$ cat src/rtl/ifu_fetch_pkg.sv
// Shared types and constants for the instruction-fetch stage (ifu_fetch and its FIFO).
package ifu_fetch_pkg;

    localparam int          REG_BUS_WIDTH    = 32;
    localparam logic [31:0] INST_NOP         = 32'h0000_0013;
    localparam logic [31:0] RESET_PC_DEFAULT = 32'h0000_0000;

    typedef struct packed {
        logic [REG_BUS_WIDTH-1:0] pc;
        logic [31:0]              inst;
    } fetch_entry_t;

    function automatic logic [REG_BUS_WIDTH-1:0] word_align(input logic [REG_BUS_WIDTH-1:0] a);
        return {a[REG_BUS_WIDTH-1:2], 2'b00};
    endfunction

endpackage

$ cat src/rtl/ifu_fetch_fifo.sv
// ifu_fifo: synchronous FIFO of fetched {pc, inst} entries with push/pop/clear.
// Pop on empty is ignored; the caller guarantees no push while full.
module ifu_fifo #(
    parameter  int WIDTH = 64,
    parameter  int DEPTH = 2,
    localparam int AW    = $clog2(DEPTH),
    localparam int CW    = AW + 1
) (
    input  logic             clk,
    input  logic             rst,
    input  logic             i_push,
    input  logic             i_pop,
    input  logic             i_clear,
    input  logic [WIDTH-1:0] i_data,
    output logic [WIDTH-1:0] o_head,
    output logic [CW-1:0]    o_count,
    output logic             o_empty
);

    logic [WIDTH-1:0] r_mem [DEPTH];
    logic [AW-1:0]    r_wr_ptr;
    logic [AW-1:0]    r_rd_ptr;
    logic [CW-1:0]    r_count;
    logic             w_push;
    logic             w_pop;

    assign o_empty = (r_count == '0);
    assign w_push  = i_push & ~i_clear;
    assign w_pop   = i_pop & ~i_clear & ~o_empty;
    assign o_head  = r_mem[r_rd_ptr];
    assign o_count = r_count;

    always_ff @(posedge clk or posedge rst) begin
        if (rst) begin
            r_wr_ptr <= '0;
            r_rd_ptr <= '0;
            r_count  <= '0;
        end else if (i_clear) begin
            r_wr_ptr <= '0;
            r_rd_ptr <= '0;
            r_count  <= '0;
        end else begin
            if (w_push) r_wr_ptr <= r_wr_ptr + AW'(1);
            if (w_pop)  r_rd_ptr <= r_rd_ptr + AW'(1);
            r_count <= r_count + CW'(w_push) - CW'(w_pop);
        end
    end

    // Storage carries data only; validity is tracked by the pointers and count.
    always_ff @(posedge clk) begin
        if (w_push) r_mem[r_wr_ptr] <= i_data;
    end

endmodule

$ cat src/rtl/ifu_fetch.sv
// ifu_fetch: fetch-PC generation, pipelined instruction-bus requests and response buffering.
// Optional macro IFU_BYPASS_EN lets a response reach the outputs in its arrival cycle when the FIFO is empty.
module ifu_fetch
    import ifu_fetch_pkg::*;
#(
    parameter logic [31:0] RESET_PC = RESET_PC_DEFAULT,
    parameter int          DEPTH    = 2
) (
    input  logic                     clk,
    input  logic                     rst,
    input  logic [5:0]               stall_i,
    input  logic [3:0]               flush_i,
    input  logic [REG_BUS_WIDTH-1:0] jump_addr_i,
    output logic                     ibus_req_o,
    output logic [REG_BUS_WIDTH-1:0] ibus_addr_o,
    input  logic                     ibus_gnt_i,
    input  logic                     ibus_rvalid_i,
    input  logic [31:0]              ibus_rdata_i,
    output logic [REG_BUS_WIDTH-1:0] pc_o,
    output logic [31:0]              inst_o,
    output logic                     stall_req_o
);

    localparam int          CW      = $clog2(DEPTH) + 1;
    localparam logic [CW:0] DEPTH_C = (CW + 1)'(DEPTH);

    logic [REG_BUS_WIDTH-1:0] r_fetch_pc;
    logic [REG_BUS_WIDTH-1:0] r_resp_pc;
    logic [CW-1:0]            r_outstanding;
    logic [CW-1:0]            r_kill;

    logic [CW-1:0]            w_count;
    logic [CW:0]              w_occ;
    logic                     w_empty;
    logic                     w_flush;
    logic                     w_req;
    logic                     w_issue;
    logic                     w_keep;
    logic                     w_bypass;
    logic                     w_push;
    logic                     w_pop;
    logic [CW-1:0]            w_out_next;
    logic [REG_BUS_WIDTH-1:0] w_target;
    fetch_entry_t             w_push_entry;
    fetch_entry_t             w_head;
    logic                     w_unused;

    assign w_unused = ^{stall_i[5:2], flush_i[3:1], jump_addr_i[1:0]};

    assign w_flush  = flush_i[0];
    assign w_target = word_align(jump_addr_i);
    assign w_occ    = {1'b0, r_outstanding} + {1'b0, w_count};
    // Request is gated by rst so the bus sees no request while reset is held.
    assign w_req    = ~rst & ~stall_i[0] & ~w_flush & (w_occ < DEPTH_C);
    assign w_issue  = w_req & ibus_gnt_i;
    assign w_keep   = ibus_rvalid_i & (r_kill == '0) & ~w_flush;

`ifdef IFU_BYPASS_EN
    assign w_bypass = w_empty & w_keep;
`else
    assign w_bypass = 1'b0;
`endif

    // A bypassed word that is consumed immediately never enters the FIFO.
    assign w_push     = w_keep & ~(w_bypass & ~stall_i[1]);
    assign w_pop      = ~w_empty & ~stall_i[1] & ~w_flush;
    assign w_out_next = r_outstanding + CW'(w_issue) - CW'(ibus_rvalid_i);

    assign w_push_entry.pc   = r_resp_pc;
    assign w_push_entry.inst = ibus_rdata_i;

    ifu_fifo #(
        .WIDTH ($bits(fetch_entry_t)),
        .DEPTH (DEPTH)
    ) u_fifo (
        .clk     (clk),
        .rst     (rst),
        .i_push  (w_push),
        .i_pop   (w_pop),
        .i_clear (w_flush),
        .i_data  (w_push_entry),
        .o_head  (w_head),
        .o_count (w_count),
        .o_empty (w_empty)
    );

    always_ff @(posedge clk or posedge rst) begin
        if (rst) begin
            r_fetch_pc    <= RESET_PC;
            r_resp_pc     <= RESET_PC;
            r_outstanding <= '0;
            r_kill        <= '0;
        end else begin
            r_outstanding <= w_out_next;
            if (w_flush) begin
                r_fetch_pc <= w_target;
                r_resp_pc  <= w_target;
                r_kill     <= w_out_next;
            end else begin
                if (w_issue) r_fetch_pc <= r_fetch_pc + 32'd4;
                if (w_keep)  r_resp_pc  <= r_resp_pc + 32'd4;
                if (ibus_rvalid_i && r_kill != '0) r_kill <= r_kill - CW'(1);
            end
        end
    end

    assign ibus_req_o  = w_req;
    assign ibus_addr_o = r_fetch_pc;

    always_comb begin
        pc_o        = r_resp_pc;
        inst_o      = INST_NOP;
        stall_req_o = 1'b1;
        if (w_bypass) begin
            inst_o      = ibus_rdata_i;
            stall_req_o = 1'b0;
        end else if (!w_empty) begin
            pc_o        = w_head.pc;
            inst_o      = w_head.inst;
            stall_req_o = 1'b0;
        end
    end

endmodule

$ cat config.mk
export PLATFORM = sky130hd
export DESIGN_NAME = ifu_fetch
export DESIGN_NICKNAME = d
export VERILOG_FILES = /design/src/rtl/ifu_fetch_pkg.sv /design/src/rtl/ifu_fetch_fifo.sv /design/src/rtl/ifu_fetch.sv
export SDC_FILE = /design/constraint.sdc
export NUM_CORES = 1
export LEC_CHECK = 0
export BUFFER_PORTS_ARGS = -buffer_cell sky130_fd_sc_hd__buf_2
export CORE_AREA = 2 2 200 153
export DETAILED_ROUTE_END_ITERATION = 10
export DIE_AREA = 0 0 202 155
export HOLD_SLACK_MARGIN = 0.1
export MAX_ROUTING_LAYER = met4
export PLACE_DENSITY = 0.55
export SETUP_SLACK_MARGIN = 0.4
export SYNTH_ARGS = -nofsm -noshare
export SYNTH_HDL_FRONTEND = slang
export SYNTH_SLANG_ARGS = --single-unit
$ cat constraint.sdc
create_clock -name clk -period 5.4 [get_ports clk]
set_clock_uncertainty 0.2 [all_clocks]
set_input_delay 1.62 -clock clk [delete_from_list [all_inputs] [get_ports clk]]
set_output_delay 1.62 -clock clk [all_outputs]
set_load 0.005 [all_outputs]
; Yosys cells after proc, flatten, opt, wreduce, memory -nomap -nowiden
; Memories as Yosys holds them, arrays and structs flattened.
; Cells that the tools add are included.
[op_classes]
addsub = 10
mul = 0
n_div = 0
n_lt_le_gt_ge = 1
n_eq_ne = 0
shift = 0
mux = 16
n_bitwise = 16
n_reduce_logical = 9
[ops]
columns = operator, count
row1 = 32-bit 2-to-1 mux, 6
row2 = "32-bit by 3-bit adder with 32-bit output, second input constant", 2
row3 = 2-bit nonzero test, 6
row4 = 1-bit AND, 11
row5 = 1-bit 2-to-1 mux, 7
row6 = 2-bit 2-to-1 mux, 3
row7 = 1-bit inverter, 5
row8 = 2-bit by 1-bit adder with 2-bit output, 2
row9 = 2-bit zero test, 2
row10 = 2-bit by 1-bit subtractor with 2-bit output, 2
row11 = 2-bit by 2-bit adder with 3-bit output, 1
row12 = "3-bit by 2-bit < comparator with 1-bit output, second input constant", 1
row13 = "1-bit adder, second input constant", 2
row14 = "2-bit by 1-bit subtractor with 2-bit output, second input constant", 1
row15 = 1-bit logical AND, 1
[totals]
register_bits = 72
latch_bits = 0
ram_bits = 128
rom_bits = 0
output_inout_bits = 98
wordCells = 60
n_memories = 1
[mem_list]
columns = name, depth, word_bits, rd, rd_ports_with_merged_regs, write_ports, line_no
row1 = u_fifo.r_mem, 2, 64, 1, 0, 1, ifu_fetch_fifo.sv:20  ; logic [WIDTH-1:0] r_mem [DEPTH];

; Logic depth before layout (Yosys ltp)
; Gate-level depths: netlist of the first run.
[depth]
word_depth = 8
mapped_depth = 13
mapped_depth_nobuf = 12

; Modules after synthesis
; Synthesis of the first run repeated with hierarchy kept, for this count alone.
[unflattened]
cells_unflattened = 702
area_unflattened_um2 = 9123.8
[by_module_without_submodules]
columns = module, instances, cells_per_inst, area_per_inst_um2
row1 = ifu_fifo, 1, 222, 4855.9
row2 = ifu_fetch, 1, 480, 4267.8

; Least setup slack after synthesis of the first run
; No wires, ideal clock.
[synth_path]
kind = input to register
startpoint = input port flush_i[0]
endpoint = memory u_fifo.r_mem[0][0] (enable)
setup_ns = 0.559
arrival_time_ns = 6.292
setup_slack_ns = -1.651
cell_stages = 3
n_path_buf = 2
path_cell_list = clkbuf_1 -> buf_1 -> nor3_1
[synth_via]
elab_chain_len = 5
[synth_lines]
columns = element, line_no
row1 = "start, declared", ifu_fetch.sv:12  ; input logic [3:0] flush_i,
row2 = 1-bit inverter (*), "ifu_fetch_fifo.sv:28, ifu_fetch.sv:56"
row3 = 1-bit AND, ifu_fetch.sv:56  ; assign w_keep = ibus_rvalid_i & (r_kill == '0) & ~w_flush;
row4 = 1-bit AND (*), ifu_fetch_fifo.sv:28  ; assign w_push = i_push & ~i_clear;
row5 = 1-bit 2-to-1 mux (*), ifu_fetch_fifo.sv:51  ; if (w_push) r_mem[r_wr_ptr] <= i_data;
row6 = 1-bit 2-to-1 mux (not written as such) (*), ifu_fetch_fifo.sv:51
row7 = "end, declared", ifu_fetch_fifo.sv:20
; Every way passes the cells marked *; elsewhere a longest branch is shown, timed or not.

; Final worst setup path of the first run
[layout_path]
startpoint = input port flush_i[0]
endpoint = output port ibus_req_o
[layout_via]
elab_chain_len = 3
[layout_lines]
columns = element, line_no
row1 = 1-bit inverter, ifu_fetch.sv:54  ; assign w_req = ~rst & ~stall_i[0] & ~w_flush & (w_occ < DEPTH_C);
row2 = 1-bit AND (2 in series), ifu_fetch.sv:54
row3 = "end, declared", ifu_fetch.sv:14  ; output logic ibus_req_o,
; No other way between the ends.

==> impl_metrics.env, run 1 <==
export IMPL_die_width_um=202
export IMPL_gp_congestion=0.848
export IMPL_postCtsSetupBuffers=0
export IMPL_worst_slew_pin_slew_ns=1.00
export IMPL_yosys_mux_area_fraction_pct=7.90
export IMPL_cts_buffers=17
export IMPL_clkTransAtPathRegs_ns=0.07
export IMPL_synth_top_family_by_area="simple AND/OR/NAND/NOR gates"
export IMPL_remaining_drc_errors=0
export IMPL_yosysSeqAreaShare_pct=62.4
export IMPL_fmax_ghz=0.230
export IMPL_setup_tns_ns=0
export IMPL_die_h_um=155
export IMPL_crit_path_top_delay_cell="or4_4"
export IMPL_cp_required_ns=3.58
export IMPL_synth_top_cell_by_area="edfxtp_1"
export IMPL_cts_htree_levels=4
export IMPL_arrival_ns=2.52
export IMPL_synth_edf_count=124
export IMPL_wirelength_um=22200
export IMPL_hp_class="reg -> reg"
export IMPL_via_per_inst=4.78
export IMPL_finalNonFillerCells=1282
export IMPL_status="finished clean"
export IMPL_n_antenna_cell=0
export IMPL_start_kind="primary input"
export IMPL_ys_types=57
export IMPL_min_period_ns=4.34
export IMPL_grt_pass1_wl_um=34200
export IMPL_drtIter0Drc=456
export IMPL_place_inst=1251
export IMPL_hold_buffers=0
export IMPL_maxSlewHeadroom_pct=33.3
export IMPL_netlist_area_sq_um=8690
export IMPL_syn_avg_cell_area_sq_um=12.1
export IMPL_yosysWarningCount=0
export IMPL_hold_violations=0
export IMPL_ys_ff_latch=192
export IMPL_slew_viol_final=0
export IMPL_crit_fanout=3
export IMPL_clk_latency_ns=0.44
export IMPL_grt_overflow=0
export IMPL_setup_worst_path_class="in -> out"
export IMPL_cts_sinks=192
export IMPL_r2r_cells=12
export IMPL_critPathTopFamily="simple AND/OR/NAND/NOR gates"
export IMPL_cp_slowest_stage_delay_ns=0.58
export IMPL_timing_final_crit_share_pct=80.4
export IMPL_worstPathBufferInverterCount=2
export IMPL_synth_top_cells_by_count="edfxtp_1 (124), nand2_1 (80), o21ai_0 (71)"
export IMPL_hpwl_um=15000
export IMPL_rsz0062_at_grt="no"
export IMPL_synth_area_top_cells="edfxtp_1 (43%), dfrtp_1 (20%), mux2i_1 (7.3%)"
export IMPL_pwr_density_cell_nw_per_um2=384
export IMPL_synthFlopType="edfxtp_1"
export IMPL_drive_above_1_share_pct=25.5
export IMPL_crit_top_cell="buf_2"
export IMPL_worstSetupEndpointType="primary output"
export IMPL_synth_compound_area_share_pct=7.70
export IMPL_area_growth_pct=20.9
export IMPL_track_usage_pct=14.8
export IMPL_ir_drop_uv=232
export IMPL_cts_buffer_depth=2
export IMPL_route_vias_total=6127
export IMPL_clock_root_buffer="clkbuf_16"
export IMPL_drtPass1Iterations=5
export IMPL_fin_nets=957
export IMPL_whs_ns=0.325
export IMPL_antenna_found_initial=0
export IMPL_setup_violations=0
export IMPL_cts_tree="done"
export IMPL_synthArstFlopShare_pct=35.4
export IMPL_num_io_pins=176
export IMPL_hold_depth=1
export IMPL_die_area_sq_um=31300
export IMPL_grt_max_degree=69
export IMPL_ant_nets=0
export IMPL_power_leakage_uw=0.00402
export IMPL_synthSimpleGateAreaFrac_pct=14.2
export IMPL_synthDominantCellAreaShare_pct=42.8
export IMPL_synth_cells=718
export IMPL_wl_per_cell_um=17.3
export IMPL_drv_cap=0
export IMPL_cts_resized=0
export IMPL_core_sq_um=29500
export IMPL_port_buffers=162
export IMPL_synth_xor_area_share_pct=3.93
export IMPL_synth_fa_ha_area_share_pct=1.24
export IMPL_cp_num_cells=4
export IMPL_synthMostInstantiatedCell="edfxtp_1"
export IMPL_rows=55
export IMPL_first_global_vias=5731
export IMPL_crit_chain="buf_2, or4_4, nor2_1, buf_2"
export IMPL_start_util_pct=29.4
## routing by layer
metal	GRT usage [%]	routed length, um
met4	3.99	222
met1	23.3	11800
met5	-	0
met2	18.5	8550
met3	3.25	1610
## layout make-up
| class | count | area (sq um) |
|---|---|---|
| Clock buffer | 19 | 433 |
| Clock inverter | 12 | 149 |
| Fill cell | 2964 | 19000 |
| Inverter | 13 | 48.8 |
| Multi-Input combinational cell | 476 | 3080 |
| Sequential cell | 192 | 5430 |
| Tap cell | 399 | 499 |
| Timing Repair Buffer | 171 | 878 |
## power breakdown
part	total [uW]	switching, uW	leakage, uW	internal (uW)
clock	1270	579	0.000286	694
combinational	855	489	0.00179	366
sequential	1910	176	0.00195	1730
## path summary, 6_finish.rpt
check	start	end	slack (ns)
worst max-delay path	flush_i[0]	ibus_req_o	1.06
max in group asynchronous	rst	u_fifo.r_rd_ptr	3.04
worst min-delay path	r_outstanding[0]	r_outstanding[0]	0.33
worst min register to register	r_outstanding[0]	r_outstanding[0]	0.33
min in group asynchronous	rst	ibus_addr_o[31]	1.26
worst max register to register	u_fifo.o_count[0]	r_kill[1]	1.56
## flip-flops by register name, summed over array words and instances (netlist names)
signal / cells
u_fifo.o_count: 2
r_kill: 2
r_outstanding: 2
ibus_addr_o: 30
r_resp_pc: 30
u_fifo.r_wr_ptr: 1
u_fifo.r_mem: 124
u_fifo.r_rd_ptr: 1
## layout by cell type, fill, tap and decap left out, drive strengths merged, types with 2 or more instances in the layout
cell type / Yosys / final
and4: 3 / 3
a31oi: 6 / 6
nor3: 7 / 7
clkinv: 1 / 4
dfrtp: 68 / 68
nand2b: 3 / 3
xor2: 25 / 25
a31o: 2 / 2
buf: 15 / 171
or4: 3 / 3
nor2b: 4 / 4
mux2: 5 / 5
nand4: 25 / 25
xnor2: 14 / 14
nand3: 34 / 34
ha: 7 / 7
nor4: 6 / 6
or3: 4 / 4
o311ai: 4 / 4
a21oi: 10 / 10
conb: 1 / 4
bufinv: 0 / 2
and3: 9 / 9
nand2: 81 / 81
mux2i: 63 / 63
nor2: 54 / 54
o211ai: 12 / 12
edfxtp: 124 / 124
inv: 12 / 19
clkbuf: 25 / 19
and2: 6 / 6
o21ai: 73 / 73
## logic make-up (layout without fill, tap and decap cells)
| family | count (synthesis) | count (layout) |
|---|---|---|
| muxes | 68 | 68 |
| xor gates and xnor gates | 39 | 39 |
| AOI/OAI and AO/OA | 115 | 115 |
| adders and majority gates | 8 | 8 |
| DFF | 192 | 192 |
| buffers and inverters | 53 | 215 |
| and+or+nand+nor | 242 | 242 |
| other | 1 | 4 |
## metrics by stage
step	area [sq um]	utilization [%]	total power, uW	worst slack, ns
2_1_floorplan	8720	-	2390	1.17
3_3_place_gp	9930	33.6	2790	1.06
3_5_place_dp	9930	33.6	2800	1.06
4_1_cts	10500	35.6	4090	1.06
5_1_grt	10500	35.6	4250	1.01
6_report	10500	35.6	4030	1.06
Power figures use the tool's default switching activity.
==> run 2: changes to the inputs <==
ABC_AREA = 1   (was unset)
CORE_AREA = 2 2 208 159   (was 2 2 200 153)
DIE_AREA = 0 0 210 161   (was 0 0 202 155)
clock period = 3.5 ns   (was 5.4 ns; I/O delays follow)
==> run 2 against run 1 <==
Sequential power up 54%. Non-clock buffer count rose by 14. Area after synthesis increased by 8.1%. Sequential share of layout area is 4.5 points lower. Via count grew 26%. Worst setup slack got worse by 0.62 ns. Clock power rose by 51%. Worst hold slack got worse by 0.0059 ns. Combinational power is 120% higher. Final cell count is 27% higher. Core utilization increased by 0.54 points. Sequential cell count is the same. Highest routed layer unchanged.
==> impl_metrics.env, run 2 <==
export IMPL_worstSetupEndpointType="primary output"
export IMPL_track_usage_pct=17.0
export IMPL_first_global_vias=7310
export IMPL_synth_top_cell_by_area="edfxtp_1"
export IMPL_max_flop_register="u_fifo.r_mem"
export IMPL_route_vias_total=7728
export IMPL_cts_htree_levels=4
export IMPL_rows=57
export IMPL_synth_cells=1037
export IMPL_whs_ns=0.319
export IMPL_synthDominantCellAreaShare_pct=39.6
export IMPL_p_sw_share_pct=34.3
export IMPL_remaining_drc_errors=0
export IMPL_cts_buffer_depth=2
export IMPL_ir_drop_uv=345
export IMPL_rrSetupSlack_ns=0.75
export IMPL_rsz0062_at_grt="yes"
export IMPL_cp_endpoint="ibus_req_o"
export IMPL_cts_tree="done"
export IMPL_hpwl_um=18700
export IMPL_combPwrFrac_pct=28.3
export IMPL_power_leakage_uw=0.00509
export IMPL_core_sq_um=31900
export IMPL_slew_viol_final=0
export IMPL_layout_setup_ws_ns=0.437
export IMPL_pwr_density_cell_nw_per_um2=588
export IMPL_dp_slack_ns=0.571
export IMPL_grt_max_degree=69
export IMPL_die_width_um=210
export IMPL_clock_root_buffer="clkbuf_16"
export IMPL_drive_above_1_share_pct=21.7
export IMPL_hold_buffers=0
export IMPL_area_growth_pct=22.7
export IMPL_yosysSeqAreaShare_pct=57.7
export IMPL_gp_congestion=0.898
export IMPL_worst_slew_pin_slew_ns=0.610
export IMPL_status="finished clean"
export IMPL_die_area_sq_um=33800
export IMPL_regToRegStartpoint="u_fifo.o_count[0]"
export IMPL_n_antenna_cell=0
export IMPL_r2r_end="ibus_addr_o[15]"
export IMPL_via_per_inst=4.74
export IMPL_antenna_found_initial=0
export IMPL_synthMostInstantiatedCell="nand2_1"
export IMPL_critPathLaunch="u_fifo.o_count[0]"
export IMPL_syn_avg_cell_area_sq_um=9.06
export IMPL_yosysWarningCount=0
export IMPL_wirelength_um=28000
export IMPL_fin_nets=1290
export IMPL_place_inst=1591
export IMPL_seqPwrFrac_pct=43.4
export IMPL_crit_fanout=3
export IMPL_mostFrequentLayoutCells="nand2_1 (320), buf_2 (162), edfxtp_1 (124)"
export IMPL_hold_violations=0
export IMPL_grt_overflow=0
export IMPL_hp_class="reg -> reg"
export IMPL_netlist_area_sq_um=9400
export IMPL_synthFlopType="edfxtp_1"
export IMPL_maxSlewHeadroom_pct=59.1
export IMPL_setup_violations=0
export IMPL_start_util_pct=29.5
export IMPL_synth_edf_count=124
export IMPL_setup_tns_ns=0
export IMPL_r2r_cells=11
export IMPL_largest_reg_flops=124
export IMPL_synth_area_top_cells="edfxtp_1 (40%), dfrtp_1 (18%), nand2_1 (13%)"
export IMPL_cts_sinks=192
export IMPL_timing_final_crit_share_pct=87.5
export IMPL_finalNonFillerCells=1630
export IMPL_hold_depth=0
export IMPL_clk_latency_ns=0.44
export IMPL_synth_top_cells_by_count="nand2_1 (320), edfxtp_1 (124), inv_1 (92)"
export IMPL_grt_pass1_wl_um=42700
export IMPL_ant_nets=0
export IMPL_cp_required_ns=2.25
export IMPL_clkTransAtPathRegs_ns=0.08
export IMPL_internal_power_uw=4450
export IMPL_power_uw=6770
export IMPL_die_h_um=161
export IMPL_cts_buffers=17
export IMPL_fmax_ghz=0.326
export IMPL_final_common_cell="nand2_1"
export IMPL_p_sw_uw=2330
export IMPL_port_buffers=162
export IMPL_synthArstFlopShare_pct=35.4
export IMPL_arrival_ns=1.81
export IMPL_num_io_pins=176
export IMPL_min_period_ns=3.06
export IMPL_drtIter0Drc=597
export IMPL_start_kind="flop"
export IMPL_wl_per_cell_um=17.2
export IMPL_ys_types=37
export IMPL_p_clk_share_pct=28.4
export IMPL_drtPass1Iterations=5
export IMPL_drv_cap=0
export IMPL_ys_ff_latch=192
export IMPL_setup_worst_path_class="reg -> out"
[run 2: changes by cell type after synthesis, sizes merged, moves of 12 or more]
cell / before / now
nand2: 81 / 327
inv: 12 / 98
a21oi: 10 / 89
mux2i: 63 / 0
nand3: 34 / 68
nor2: 54 / 88
o21ai: 73 / 39
nand4: 25 / 9
a22oi: 1 / 14
buf: 15 / 28
clkbuf: 25 / 12
xor2: 25 / 13
[run 2: cells by family after synthesis]
kind of cell               share of synthesized area (%)
other                                             0.0399
adders and majority gates                           1.15
xor gates and xnor gates                            2.05
buffers and inverters                               6.07
and+or+nand+nor                                     23.5
DFF                                                 57.7
AOI/OAI and AO/OA                                   9.47
[run 2: worst min-delay path by stage]
stage	from	end	slack (ns)
after floorplan	r_resp_pc[5]	u_fifo.r_mem[0][37]	0.26
after global placement	r_resp_pc[31]	u_fifo.r_mem[1][63]	0.29
after detailed placement	r_resp_pc[31]	u_fifo.r_mem[0][63]	0.30
after CTS	r_resp_pc[31]	u_fifo.r_mem[0][63]	0.32
after global routing	r_resp_pc[31]	u_fifo.r_mem[0][63]	0.35
final	r_resp_pc[31]	u_fifo.r_mem[0][63]	0.32
[run 2: cell type report]
cell class	instances	area, sq um
Sequential cell	192	5430
Timing Repair Buffer	185	1170
Fill cell	3276	20400
Tap cell	413	517
Clock buffer	18	429
Multi-Input combinational cell	706	3460
Inverter	102	393
Clock inverter	14	134
[run 2: routing by layer]
metal  global-route usage, %  routed length (um)  vias up
li1                        -                   -     3785
met1                    23.7               13400     3720
met2                    25.9               12600      202
met3                    3.21                1630       21
met4                    3.93                 318        0
met5                       -                   0        -
[run 2: timing repair]
item,CTS,global route
hold endpoints to repair,0,0
pin swaps,1,2
gates cloned,1,3
buffers inserted,1,2
resized for setup,8,8
setup endpoints to repair,62,49
[run 2: power by group through the flow]
stage	logic [uW]	registers [uW]	clock network, uW
floorplan	990	2900	0
global placement	1710	2970	0
detailed placement	1730	2980	0
CTS	1820	2940	1980
global route	2150	2970	2080
finish	1910	2940	1920
[run 2: critical path, stage by stage (launching register included)]
cell and delay (ns):
dfrtp_1 0.42, nand2_1 0.08, inv_1 0.04, fa_1 0.46
nor2_2 0.12, and3_1 0.15, buf_2 0.11
[run 2: through the flow]
step | cell area [sq um] | utilization, %
floorplan | 9430 | -
global placement | 10800 | 33.7
detailed placement | 10800 | 33.7
CTS | 11400 | 35.7
global route | 11500 | 36.2
finish | 11500 | 36.2
